<file path="config.mk">
export PLATFORM = sky130hd
export DESIGN_NAME = i2c_target_regs
export DESIGN_NICKNAME = d
export VERILOG_FILES = /design/src/rtl/i2c_pkg.sv /design/src/rtl/i2c_line_sync.sv /design/src/rtl/i2c_target_regs.sv
export SDC_FILE = /design/constraint.sdc
export NUM_CORES = 1
export LEC_CHECK = 0
export BUFFER_PORTS_ARGS = -buffer_cell sky130_fd_sc_hd__buf_2
export CORE_UTILIZATION = 50
export CTS_BUF_LIST = sky130_fd_sc_hd__clkbuf_16
export CTS_CLUSTER_DIAMETER = 80
export DETAILED_ROUTE_END_ITERATION = 8
export HOLD_SLACK_MARGIN = 0.15
export PLACE_DENSITY = 0.78
export RECOVER_POWER = 25
export SLEW_MARGIN = 20
export SYNTH_ARGS = -nofsm -noshare
export SYNTH_HDL_FRONTEND = slang
export SYNTH_SLANG_ARGS = --single-unit
</file>
<file path="constraint.sdc">
create_clock -name clk -period 4.69 [get_ports clk]
set_clock_uncertainty 0.15 [all_clocks]
set_input_delay 0.2345 -clock clk [delete_from_list [all_inputs] [get_ports clk]]
set_output_delay 0.2345 -clock clk [all_outputs]
set_load 0.03 [all_outputs]
</file>
<file path="src/rtl/i2c_pkg.sv">
// i2c_pkg: shared state encoding and acknowledge levels for the I2C target
package i2c_pkg;
  typedef enum logic [3:0] {
    IDLE, ADDR, ADDR_ACK, PTR, PTR_ACK, WDATA, WDATA_ACK, RDATA, RDATA_ACK, IGNORE
  } state_t;
  localparam logic ACK  = 1'b0;
  localparam logic NACK = 1'b1;
endpackage

</file>
<file path="src/rtl/i2c_line_sync.sv">
// i2c_line_sync: synchronises SCL/SDA and flags SCL edges plus START/STOP conditions
// Ports: clk, rst_n; scl_pad/sda_pad raw pad inputs; sda synchronised SDA level;
// scl_rise/scl_fall/start/stop single-clk event flags.
module i2c_line_sync #(
  parameter int SYNC_STAGES = 2
) (
  input  logic clk,
  input  logic rst_n,
  input  logic scl_pad,
  input  logic sda_pad,
  output logic sda,
  output logic scl_rise,
  output logic scl_fall,
  output logic start,
  output logic stop
);
  logic [SYNC_STAGES-1:0] scl_sr, sda_sr;
  logic scl, scl_d, sda_d;
  always_ff @(posedge clk or negedge rst_n)
    if (!rst_n) begin
      scl_sr <= '1;
      sda_sr <= '1;
      scl_d  <= 1'b1;
      sda_d  <= 1'b1;
    end else begin
      scl_sr <= {scl_sr[SYNC_STAGES-2:0], scl_pad};
      sda_sr <= {sda_sr[SYNC_STAGES-2:0], sda_pad};
      scl_d  <= scl;
      sda_d  <= sda;
    end
  assign scl      = scl_sr[SYNC_STAGES-1];
  assign sda      = sda_sr[SYNC_STAGES-1];
  assign scl_rise = scl & ~scl_d;
  assign scl_fall = ~scl & scl_d;
  // SCL must be high on both samples so an SDA edge racing an SCL edge is never a START/STOP
  assign start    = scl & scl_d & sda_d & ~sda;
  assign stop     = scl & scl_d & ~sda_d & sda;
endmodule

</file>
<file path="src/rtl/i2c_target_regs.sv">
// i2c_target_regs: I2C target at a fixed address mapping transfers onto an 8-bit register bus
// Ports: clk, rst_n; i2c_scl_i/i2c_sda_i pad inputs; i2c_sda_o/i2c_sda_t open-drain SDA;
// reg_addr/reg_wdata/reg_we/reg_re/reg_rdata register bus; busy/start_det/stop_det status.
module i2c_target_regs
  import i2c_pkg::*;
#(
  parameter logic [6:0] DEV_ADDR    = 7'h3B,
  parameter int         SYNC_STAGES = 2
) (
  input  logic       clk,
  input  logic       rst_n,
  input  logic       i2c_scl_i,
  input  logic       i2c_sda_i,
  output logic       i2c_sda_o,
  output logic       i2c_sda_t,
  output logic [7:0] reg_addr,
  output logic [7:0] reg_wdata,
  output logic       reg_we,
  output logic       reg_re,
  input  logic [7:0] reg_rdata,
  output logic       busy,
  output logic       start_det,
  output logic       stop_det
);
  logic sda, scl_rise, scl_fall, start, stop;
  logic re_d, done, first, rw;
  logic [2:0] bitcnt;
  logic [7:0] shreg;
  state_t state;
  assign i2c_sda_o = 1'b0;
  i2c_line_sync #(.SYNC_STAGES(SYNC_STAGES)) u_sync (
    .clk      (clk),
    .rst_n    (rst_n),
    .scl_pad  (i2c_scl_i),
    .sda_pad  (i2c_sda_i),
    .sda      (sda),
    .scl_rise (scl_rise),
    .scl_fall (scl_fall),
    .start    (start),
    .stop     (stop)
  );
  // done marks a completed byte; it is consumed by the SCL fall that opens the ACK slot.
  // first marks a read byte whose MSB still has to be put on the bus after a master ACK.
  always_ff @(posedge clk or negedge rst_n)
    if (!rst_n) begin
      state     <= IDLE;
      i2c_sda_t <= 1'b1;
      reg_addr  <= '0;
      reg_wdata <= '0;
      reg_we    <= 1'b0;
      reg_re    <= 1'b0;
      busy      <= 1'b0;
      start_det <= 1'b0;
      stop_det  <= 1'b0;
      re_d      <= 1'b0;
      done      <= 1'b0;
      first     <= 1'b0;
      rw        <= 1'b0;
      bitcnt    <= 3'd7;
      shreg     <= '0;
    end else begin
      reg_we    <= 1'b0;
      reg_re    <= 1'b0;
      re_d      <= reg_re;
      start_det <= start;
      stop_det  <= stop & ~start;
      if (re_d) shreg <= reg_rdata;
      if (reg_we) reg_addr <= reg_addr + 8'd1;
      if (start) begin
        state     <= ADDR;
        bitcnt    <= 3'd7;
        done      <= 1'b0;
        first     <= 1'b0;
        i2c_sda_t <= 1'b1;
        busy      <= 1'b0;
      end else if (stop) begin
        state     <= IDLE;
        i2c_sda_t <= 1'b1;
        busy      <= 1'b0;
      end else if (scl_rise) begin
        if (state == ADDR || state == PTR || state == WDATA) begin
          shreg  <= {shreg[6:0], sda};
          bitcnt <= bitcnt - 3'd1;
          done   <= bitcnt == 3'd0;
        end else if (state == RDATA_ACK) begin
          if (sda == NACK) state <= IGNORE;
          else begin
            reg_addr <= reg_addr + 8'd1;
            reg_re   <= 1'b1;
            first    <= 1'b1;
            state    <= RDATA;
          end
        end
      end else if (scl_fall) begin
        case (state)
          ADDR: if (done) begin
            done <= 1'b0;
            if (shreg[7:1] == DEV_ADDR) begin
              i2c_sda_t <= ACK;
              busy      <= 1'b1;
              rw        <= shreg[0];
              reg_re    <= shreg[0];
              state     <= ADDR_ACK;
            end else state <= IGNORE;
          end
          ADDR_ACK: if (rw) begin
            i2c_sda_t <= shreg[7];
            shreg     <= {shreg[6:0], 1'b1};
            bitcnt    <= 3'd7;
            state     <= RDATA;
          end else begin
            i2c_sda_t <= 1'b1;
            state     <= PTR;
          end
          PTR: if (done) begin
            done      <= 1'b0;
            reg_addr  <= shreg;
            i2c_sda_t <= ACK;
            state     <= PTR_ACK;
          end
          PTR_ACK, WDATA_ACK: begin
            i2c_sda_t <= 1'b1;
            state     <= WDATA;
          end
          WDATA: if (done) begin
            done      <= 1'b0;
            reg_wdata <= shreg;
            reg_we    <= 1'b1;
            i2c_sda_t <= ACK;
            state     <= WDATA_ACK;
          end
          RDATA: if (first) begin
            first     <= 1'b0;
            i2c_sda_t <= shreg[7];
            shreg     <= {shreg[6:0], 1'b1};
            bitcnt    <= 3'd7;
          end else if (bitcnt == 3'd0) begin
            i2c_sda_t <= 1'b1;
            state     <= RDATA_ACK;
          end else begin
            i2c_sda_t <= shreg[7];
            shreg     <= {shreg[6:0], 1'b1};
            bitcnt    <= bitcnt - 3'd1;
          end
          default: ;
        endcase
      end
    end
endmodule
</file>
# Yosys cells after proc, flatten, opt, wreduce, memory -nomap -nowiden
# Index checks and enable logic that the tools add are counted.
# W data, S select, Z words.
[totals]
ff_bits = 47
out_inout_bits = 23
[op_classes]
n_addsub = 2
n_eq_ne = 27
n_mux = 92
bitwise_logic = 15
reduce_logical = 25
[op_table]
columns = ["operator", "n"]
rows = [
  ["$mux W8", 19],
  ["$mux W4", 13],
  ["$mux W1", 47],
  ["$ne A5 B5 Y1 const B", 6],
  ["$mux W3", 9],
  ["$pmux W4 S6", 1],
  ["$reduce_and A6 Y1", 4],
  ["$reduce_bool A3 Y1", 7],
  ["$eq A4 B3 Y1 const B", 4],
  ["$pmux W8 S2", 1],
  ["$ne A4 B4 Y1 const B", 3],
  ["$ne A3 B1 Y1 const B", 3],
  ["$reduce_and A9 Y1", 1],
  ["$reduce_bool A9 Y1", 1],
  ["$add A8 B1 Y8 const B", 1],
  ["$and A1 B1 Y1", 8],
  ["$eq A4 B2 Y1 const B", 2],
  ["$ne A4 B1 Y1 const B", 2],
  ["$reduce_bool A4 Y1", 2],
  ["$eq A7 B6 Y1 const B", 1],
  ["$not A1 Y1", 7],
  ["$reduce_and A7 Y1", 1],
  ["$reduce_bool A7 Y1", 1],
  ["$ne A3 B3 Y1 const B", 2],
  ["13 further kinds", 15],
]

# Logic depth before layout (Yosys ltp)
# Gate-level depths: netlist (run 1).
[depth]
depth_word = 8
mapped_depth = 8
ltp_nobuf = 7

# Modules after synthesis
# From an unflattened synthesis (run 1), not the netlist that was laid out.
[hier_totals]
hier_cells = 271
area_unflattened_um2 = 2787.7
[modules_own_cells]
columns = ["mod", "instances", "cells_per_inst", "area_each_um2"]
rows = [
  ["i2c_target_regs", 1, 261, 2597.5],
  ["i2c_line_sync", 1, 10, 190.2],
]

# Worst setup path before layout (run 1)
# Ideal clock, no wire load.
[synth_path]
kind = "register to register"
from = "reg u_sync.scl_d"
to = "reg reg_addr[0]"
arrival_time_ns = 2.048
required_ns = 4.414
path_slack_ns = 2.366
stages_incl_launch_ff = 8
n_path_buf = 0
path_cell_list = "dfstp_2 inv_1 ha_1 nand4b_1 or4b_4 a21oi_4 nor3b_1 a311o_1"
[synth_between]
elab_chain_cells = 5
word_cells_on_any_way = 12
classes_between = "mux: 4; bitwise: 8"
[synth_lines]
columns = ["item", "line_no", "source"]
rows = [
  ["start: declaration", "i2c_line_sync.sv:18", "logic scl, scl_d, sda_d;"],
  ["start signal: assignment", "i2c_line_sync.sv:28", "scl_d <= scl;"],
  ["$and A1 B1 Y1 (tied with other cells)", "i2c_line_sync.sv:34", "assign scl_fall = ~scl & scl_d;"],
  ["$mux W8 (tied with other cells)", "i2c_target_regs.sv:94", "end else if (scl_fall) begin"],
  ["$mux W8 / $and A1 B1 Y1 (equally long branches)", "i2c_target_regs.sv:80, i2c_line_sync.sv:37", ""],
  ["$mux W8", "i2c_target_regs.sv:76", "end else if (stop) begin"],
  ["$mux W8 (*)", "i2c_target_regs.sv:69", "if (start) begin"],
  ["end signal: assignment", "i2c_target_regs.sv:68", "if (reg_we) reg_addr <= reg_addr + 8'd1;"],
  ["end signal: assignment", "i2c_target_regs.sv:88", "reg_addr <= reg_addr + 8'd1;"],
  ["end signal: assignment", "i2c_target_regs.sv:117", "reg_addr <= shreg;"],
  ["end: declaration", "i2c_target_regs.sv:16", "output logic [7:0] reg_addr,"],
]
# Every way passes the cells marked *; elsewhere a longest branch is shown, timed or not.
# A chain may end at the register's enable or synchronous reset.

==> metrics, run 1 <==
CP cell instances dlygate4sd3_1 > clkbuf_1; Slew headroom -65.1%; first-pass GRT wire length 9200 microns; Rows 26; Startpoint Class input port; Worst-Margin Slew 2.48 ns; initial antenna violation count 0; setup TNS 0 ns; minimum clock period 2.81 ns; Initial DRT Pass Iterations 4; HP Start reg_rdata[5]; yosys synthesis warning count 0; Port Buffers 33; status finished with violations; IO Pins 35; Seq/Total Area, Yosys about 44%; CTS tree built; Die Height about 75 microns; Area growth syn-to-layout 14.4%; maximum clock frequency 355 MHz; failing checks capacitance limit, slew limit; Worst setup EP type async pin; Psw 560 uW; Starting DRT DRC Count 143; vias per std cell 5.82; total gr overflow 0; Cells after Synth 253; largest net degree at the start of global routing 48; FF-to-FF End reg_addr[7]$_DFF_PN0_; Clk pwr share roughly a quarter; post-layout util 59.7%; Starting Density 52.2%; final WL 5660 microns; most frequent cells in the layout dfrtp_1 (37), buf_2 (32), mux2_2 (27), nand2_1 (18), nor2_1 (16); Post-synth EDFFs 0; top post-synthesis cells by area dfrtp_1 (35%), mux2_2 (11%), dfstp_2 (9.8%); Reg2Reg Depth 7; Fin. Hold Viols 0; vias in the first global route 1,906; Comb power frac between 30% and 40%; RR Startpoint u_sync.scl_d$_DFF_PN1_; Worst Hold Path EP shreg[5]$_DFF_PN0_; Via Count 2,054; CTS Buf Count 5; Total Nets Final 300; Avg Cell Area, Syn 10.6 sq um; Post-CTS Setup Repair Bufs 0; Slowest cell on crit path clkbuf_1; Reg power frac a little over two fifths; Net Sw Frac 36.4%; Detail Route Antenna Nets 0; largest area contributor in the netlist dfrtp_1; die area 5660 sq um; Tot GR Track Use 21.9%; clk slew on worst S/H paths 0.07 ns; clock network latency to the later pin of the worst-skew pair 0.29 ns; ys async rst share 100%; most common flop cell mapped by yosys dfrtp_1; clk sink count 47; GP Congestion slightly below 0.9; commonest non-fill, non-tap cell in the layout dfrtp_1; Worst EP required between 4 and 5 ns; post-synth top area share 34.5%; CTS HTree Levels 2; Final period util roughly three fifths; Max-Cap Viols 1; Mapped Area 2680 sq um; max incr delay on CP 1.76 ns; R2R Setup Slk around 2.0 ns; VDD IR-drop max 333 uV; crit-path max FO 47; Synth cell types 57; Min-Delay Path Class in2reg; hpwl dp just under 4000 microns; Worst Path Class, Setup in2async; number of buffers and inverters on the critical path 2; CTS root buf clkbuf_16; wire per inst between 15 and 20 microns; die width 75.2 microns; cell family with most CP delay buffers and inverters; leakage roughly 0.0013 uW; RSZ-0062 raised after global routing no; hold depth 3; final setup fails 0; fraction of layout cells with a size suffix above 1 31.1%; Mapped Nets 271; Yosys reg bits 47; Ant. Diodes 0; Core Box Area 5140 sq um; fillers 447; Internal 980 uW; Slew Viols, Final 48; Pwr Density 502 nW/um^2; CTS max path bufs 2; DRC viols 0; Worst Path Arrival between 2 and 3 ns
-- synth_stat cells, types with 4 or more instances --
master     n
a22oi_1    8
nand2_1   18
clkbuf_1   5
buf_2      6
mux2_2    27
inv_1      7
nand3_1    7
o22ai_1    8
a21oi_1    7
nor2_1    16
xor2_1     7
xnor2_1    7
ha_1       6
nor2b_1    4
and2_1     5
dfstp_2   10
nand2b_1   5
o21ai_0    7
dfrtp_1   37
-- how the worst max path moves through the flow --
stage | cells after the start | start | slack (ns) | end
after floorplan | 7 | u_sync.scl_d$_DFF_PN1_ | 2.37 | reg_addr[0]$_DFF_PN0_
after global placement | 7 | u_sync.scl_d$_DFF_PN1_ | 2.08 | reg_addr[0]$_DFF_PN0_
after detailed placement | 7 | u_sync.scl_d$_DFF_PN1_ | 2.01 | reg_addr[0]$_DFF_PN0_
after CTS | 7 | u_sync.scl_d$_DFF_PN1_ | 1.99 | reg_addr[7]$_DFF_PN0_
after global routing | 2 | rst_n | 1.29 | done$_DFFE_PN0P_
final | 2 | rst_n | 1.88 | done$_DFFE_PN0P_
-- power by group through the flow --
stage                     Clock, uW  Combinational (uW)  Sequential (uW)
final                           411                 472              657
after global placement            0                 456              658
after global routing            432                 520              674
after floorplan                   0                 384              624
after detailed placement          0                 464              659
after CTS                       418                 472              653
-- registers in the layout (all words and copies together), names as in the netlist, 2 cells and up --
register,cells
state,4
u_sync.sda_sr,2
bitcnt,3
shreg,8
reg_addr,8
reg_wdata,8
u_sync.scl_sr,2
-- per-layer routing --
metal / up-vias / share of wire [%] / global-route usage (%)
met4: 0 / 1.5 / 8.64
met2: 74 / 47 / 33.2
met1: 997 / 46 / 30.7
met5: - / 0 / 0
met3: 9 / 5.5 / 4.69
li1: 974 / - / -
-- kinds of logic after synthesis --
family          count (synthesis)  synth area share (%)
compound gates                 53                  14.4
xor+xnor                       14                  4.57
fa+ha+maj                       6                  2.80
buf+inv                        21                  3.50
flops                          47                  44.3
mux                            29                  12.1
other cells                     1                 0.140
simple gates                   82                  18.2
-- through the flow --
step	total power [uW]	setup slack (ns)	area [sq um]	hold slack, ns	cells
2_1_floorplan	1010	2.37	2680	-0.211	253
3_3_place_gp	1110	2.08	2870	0.190	342
3_5_place_dp	1120	2.01	2870	0.194	342
4_1_cts	1540	1.99	3070	0.155	353
5_1_grt	1630	1.29	3070	0.160	353
6_report	1540	1.88	3070	0.154	353
-- repair_timing --
item | CTS | global route
hold buffers | 3 | 0
gates resized for setup | 0 | 0
hold endpoints to repair | 39 | 0
-- area by class of cell --
type                    count  area [sq um]  share of cell area (%)
clock buffers               5           125                    4.08
clock inverters             3          46.3                    1.51
inverters                   7          26.3                   0.856
multi-input cells         185          1400                    45.6
flip-flops and latches     47          1190                    38.7
well taps                  70          87.6                    2.85
repair buffers             36           194                    6.32
Note: power is estimated with default switching activity, not from simulation.
==> run 2: changes to the inputs <==
--- a/config.mk
+++ b/config.mk
@@ -5,13 +5,14 @@
 export SDC_FILE = /design/constraint.sdc
 export NUM_CORES = 1
 export LEC_CHECK = 0
+export ABC_AREA = 1
 export BUFFER_PORTS_ARGS = -buffer_cell sky130_fd_sc_hd__buf_2
 export CORE_UTILIZATION = 50
 export CTS_BUF_LIST = sky130_fd_sc_hd__clkbuf_16
 export CTS_CLUSTER_DIAMETER = 80
 export DETAILED_ROUTE_END_ITERATION = 8
 export HOLD_SLACK_MARGIN = 0.15
-export PLACE_DENSITY = 0.78
+export PLACE_DENSITY = 0.8
 export RECOVER_POWER = 25
 export SLEW_MARGIN = 20
 export SYNTH_ARGS = -nofsm -noshare
==> constraint.sdc (replaced) <==
create_clock -name clk -period 2.4 [get_ports clk]
set_clock_uncertainty 0.15 [all_clocks]
set_input_delay 0.12 -clock clk [delete_from_list [all_inputs] [get_ports clk]]
set_output_delay 0.12 -clock clk [all_outputs]
set_load 0.03 [all_outputs]
==> metrics, run 2 <==
Worst Path Arrival 2.27 ns (-0.27 ns); die width 78.7 microns (+4.6%); Starting Density 52.8% (+0.63 points); Slew headroom 28.6% (+94 points); Port Buffers 33 (unchanged); Cells after DPL 503 (+47%); maximum clock frequency 458 MHz; clock network latency to the later pin of the worst-skew pair 0.29 ns (about the same); vias per std cell 5.50 (-5.4%); Synth cell types 35 (-39%); Post-CTS Setup Repair Bufs 0 (unchanged); vias in the first global route 2,766 (+45%); initial antenna violation count 0 (unchanged); status complete, no violations; wire per inst 14.0 microns (-13%); CTS HTree Levels 2 (unchanged); max incr delay on CP 0.56 ns (-1.20 ns); clk slew on worst S/H paths 0.07 ns (about the same); CP cell instances ha_2 > inv_2 > nor2_1 > inv_1 > nor2_2 > o21ai_1 > o211ai_1 > nand2_1 > inv_1; Total Nets Final 467 (+56%); cell family with most CP delay flip-flops; Yosys reg bits 47 (unchanged); die area 6200 sq um (+9.5%); Core Box Area 5570 sq um (+8.4%); Final period util 91.1%; post-synth top area share 31.4% (-3.1 points); biggest regs reg_addr: 8 flops, reg_wdata: 8 flops, shreg: 8 flops; fin cells 522 (+48%); ys async rst share 100% (unchanged); Area growth syn-to-layout 16.7%; Slew Viols, Final 0 (-100%); worst hold slack 0.206 ns (+0.0528 ns); crit-path max FO 11 (-77%); cell with the most instances after synthesis nand2_1; post-layout util 61.6% (+2.0 points); final setup fails 0 (unchanged); Seq/Total Area, Yosys 40.4% (-3.9 points); Mapped Area 2940 sq um (+9.7%); Die Height 78.7 microns (+4.6%); largest net degree at the start of global routing 45 (-6.3%); first-pass GRT wire length 12,400 microns (+35%); Worst EP required 2.49 ns (-1.92 ns); setup TNS 0 ns (unchanged); Cells after Synth 406 (+60%); CP dominant cell by count inv_1; Startpoint Class register; CTS tree built; Ant. Diodes 0 (unchanged); Initial DRT Pass Iterations 5 (+1); total gr overflow 0 (unchanged); CTS root buf clkbuf_16; Min-Delay Path Class reg2reg; CTS max path bufs 2 (unchanged); leakage 0.00175 uW (+30%); largest area contributor in the netlist dfrtp_1; Avg Cell Area, Syn 7.25 sq um (-32%); IO Pins 35 (unchanged); RSZ-0062 raised after global routing no; most common flop cell mapped by yosys dfrtp_1; DRC viols 0 (unchanged); Rows 27 (+3.8%); GP Congestion 0.955 (+8.6%); Pwr Density 1010 nW/um^2 (+100%); Worst Path Class, Setup reg2reg; commonest non-fill, non-tap cell in the layout nand2_1; Mapped Nets 424 (+56%); top post-synthesis cells by count nand2_1 (120), inv_1 (41), nor2_1 (38), dfrtp_1 (37), o21ai_0 (34); Detail Route Antenna Nets 0 (unchanged); hpwl dp 5160 microns (+33%); Worst setup EP type register; Max-Cap Viols 0 (-1); final WL 7290 microns (+29%); Post-synth EDFFs 0 (unchanged); most frequent cells in the layout nand2_1 (120), inv_1 (41), nor2_1 (37), dfrtp_1 (37), o21ai_0 (34); Fin. Hold Viols 0 (unchanged); yosys synthesis warning count 0 (unchanged); VDD IR-drop max 487 uV (+46%); Tot GR Track Use 25.5% (+3.6 points); Via Count 2,872 (+40%); clk sink count 47 (unchanged); fraction of layout cells with a size suffix above 1 20.7% (-10 points); Starting DRT DRC Count 262 (+83%); Slowest cell on crit path dfstp_2; top post-synthesis cells by area dfrtp_1 (31%), nand2_1 (15%), dfstp_2 (8.9%); CTS Buf Count 5 (unchanged); minimum clock period 2.19 ns; number of buffers and inverters on the critical path 3 (+1); Worst-Margin Slew 1.07 ns (-1.41 ns)
[run 2: cell types whose count changed in the layout (fill, tap and decap cells not counted), moves of 8 or more]
cell	previous run	this run
nand2_1	18	120
inv_1	7	41
mux2_2	27	0
o21ai_0	7	34
nand3_1	7	31
nor2_1	16	37
nor2_2	0	9
dlygate4sd3_1	3	11
nand2_2	1	9
o21ai_2	0	8
[run 2: power by group]
part           leakage (uW)  switching (uW)  total (uW)  internal, uW
registers          0.000591             231        1240          1010
clock network     0.0000804             314         810           495
logic               0.00107             958        1420           458
total               0.00175            1500        3470          1970
[run 2: layout make-up]
cell class	count	area, sq um
Fill cell	503	2140
Multi-Input combinational cell	301	1510
Sequential cell	47	1190
Timing Repair Buffer	47	298
Inverter	47	176
Clock buffer	5	125
Tap cell	72	90.1
Clock inverter	3	46.3
[run 2: path summary, 6_finish.rpt]
path                                         endpoint  cells past startpoint  slack [ns]                       start
setup / recovery                reg_addr[2]$_DFF_PN0_                      9        0.21  u_sync.scl_sr[1]$_DFF_PN1_
hold / removal             u_sync.scl_sr[1]$_DFF_PN1_                      0        0.21  u_sync.scl_sr[0]$_DFF_PN1_
setup reg to reg                reg_addr[2]$_DFF_PN0_                      9        0.21  u_sync.scl_sr[1]$_DFF_PN1_
hold reg to reg            u_sync.scl_sr[1]$_DFF_PN1_                      0        0.21  u_sync.scl_sr[0]$_DFF_PN1_
max in group asynchronous      u_sync.sda_d$_DFF_PN1_                      3        0.95                       rst_n
min in group asynchronous    reg_wdata[3]$_DFFE_PN0P_                      2        0.40                       rst_n
[run 2: kinds of logic (layout without fill, tap and decap cells)]
kind of cell             Yosys count  count (layout)  synth area share, %
XOR/XNOR                           4               4                 1.19
AO/OA/AOI/OAI                     64              64                 12.8
AND/OR/NAND/NOR                  226             226                 34.0
other                              1               1                0.127
flip-flops                        47              47                 40.4
adder cells (fa/ha/maj)            6               6                 2.55
buffers and inverters             58             102                 8.92
[run 2: metrics by stage]
| step | worst slack, ns | area, sq um | total power [uW] |
|---|---|---|---|
| finish | 0.215 | 3440 | 3470 |
| global route | 0.0673 | 3440 | 3710 |
| CTS | 0.00356 | 3420 | 3450 |
| detailed placement | 0.0423 | 3140 | 2620 |
| global placement | 0.00212 | 3140 | 2580 |
| floorplan | 0.461 | 2940 | 2290 |
[run 2: metal layers]
metal | GRT usage [%] | vias to the layer above | part of all wire (%)
met4 | 9.07 | 0 | 2.2
li1 | - | 1393 | -
met1 | 34.1 | 1364 | 45
met3 | 3.79 | 14 | 4.9
met5 | 0 | - | 0
met2 | 42.0 | 101 | 48
[run 2: repair_timing]
item | CTS | global route
setup endpoints to repair | 0 | 19
hold endpoints to repair | 47 | 0
gates resized for setup | 0 | 4
hold buffers | 11 | 0
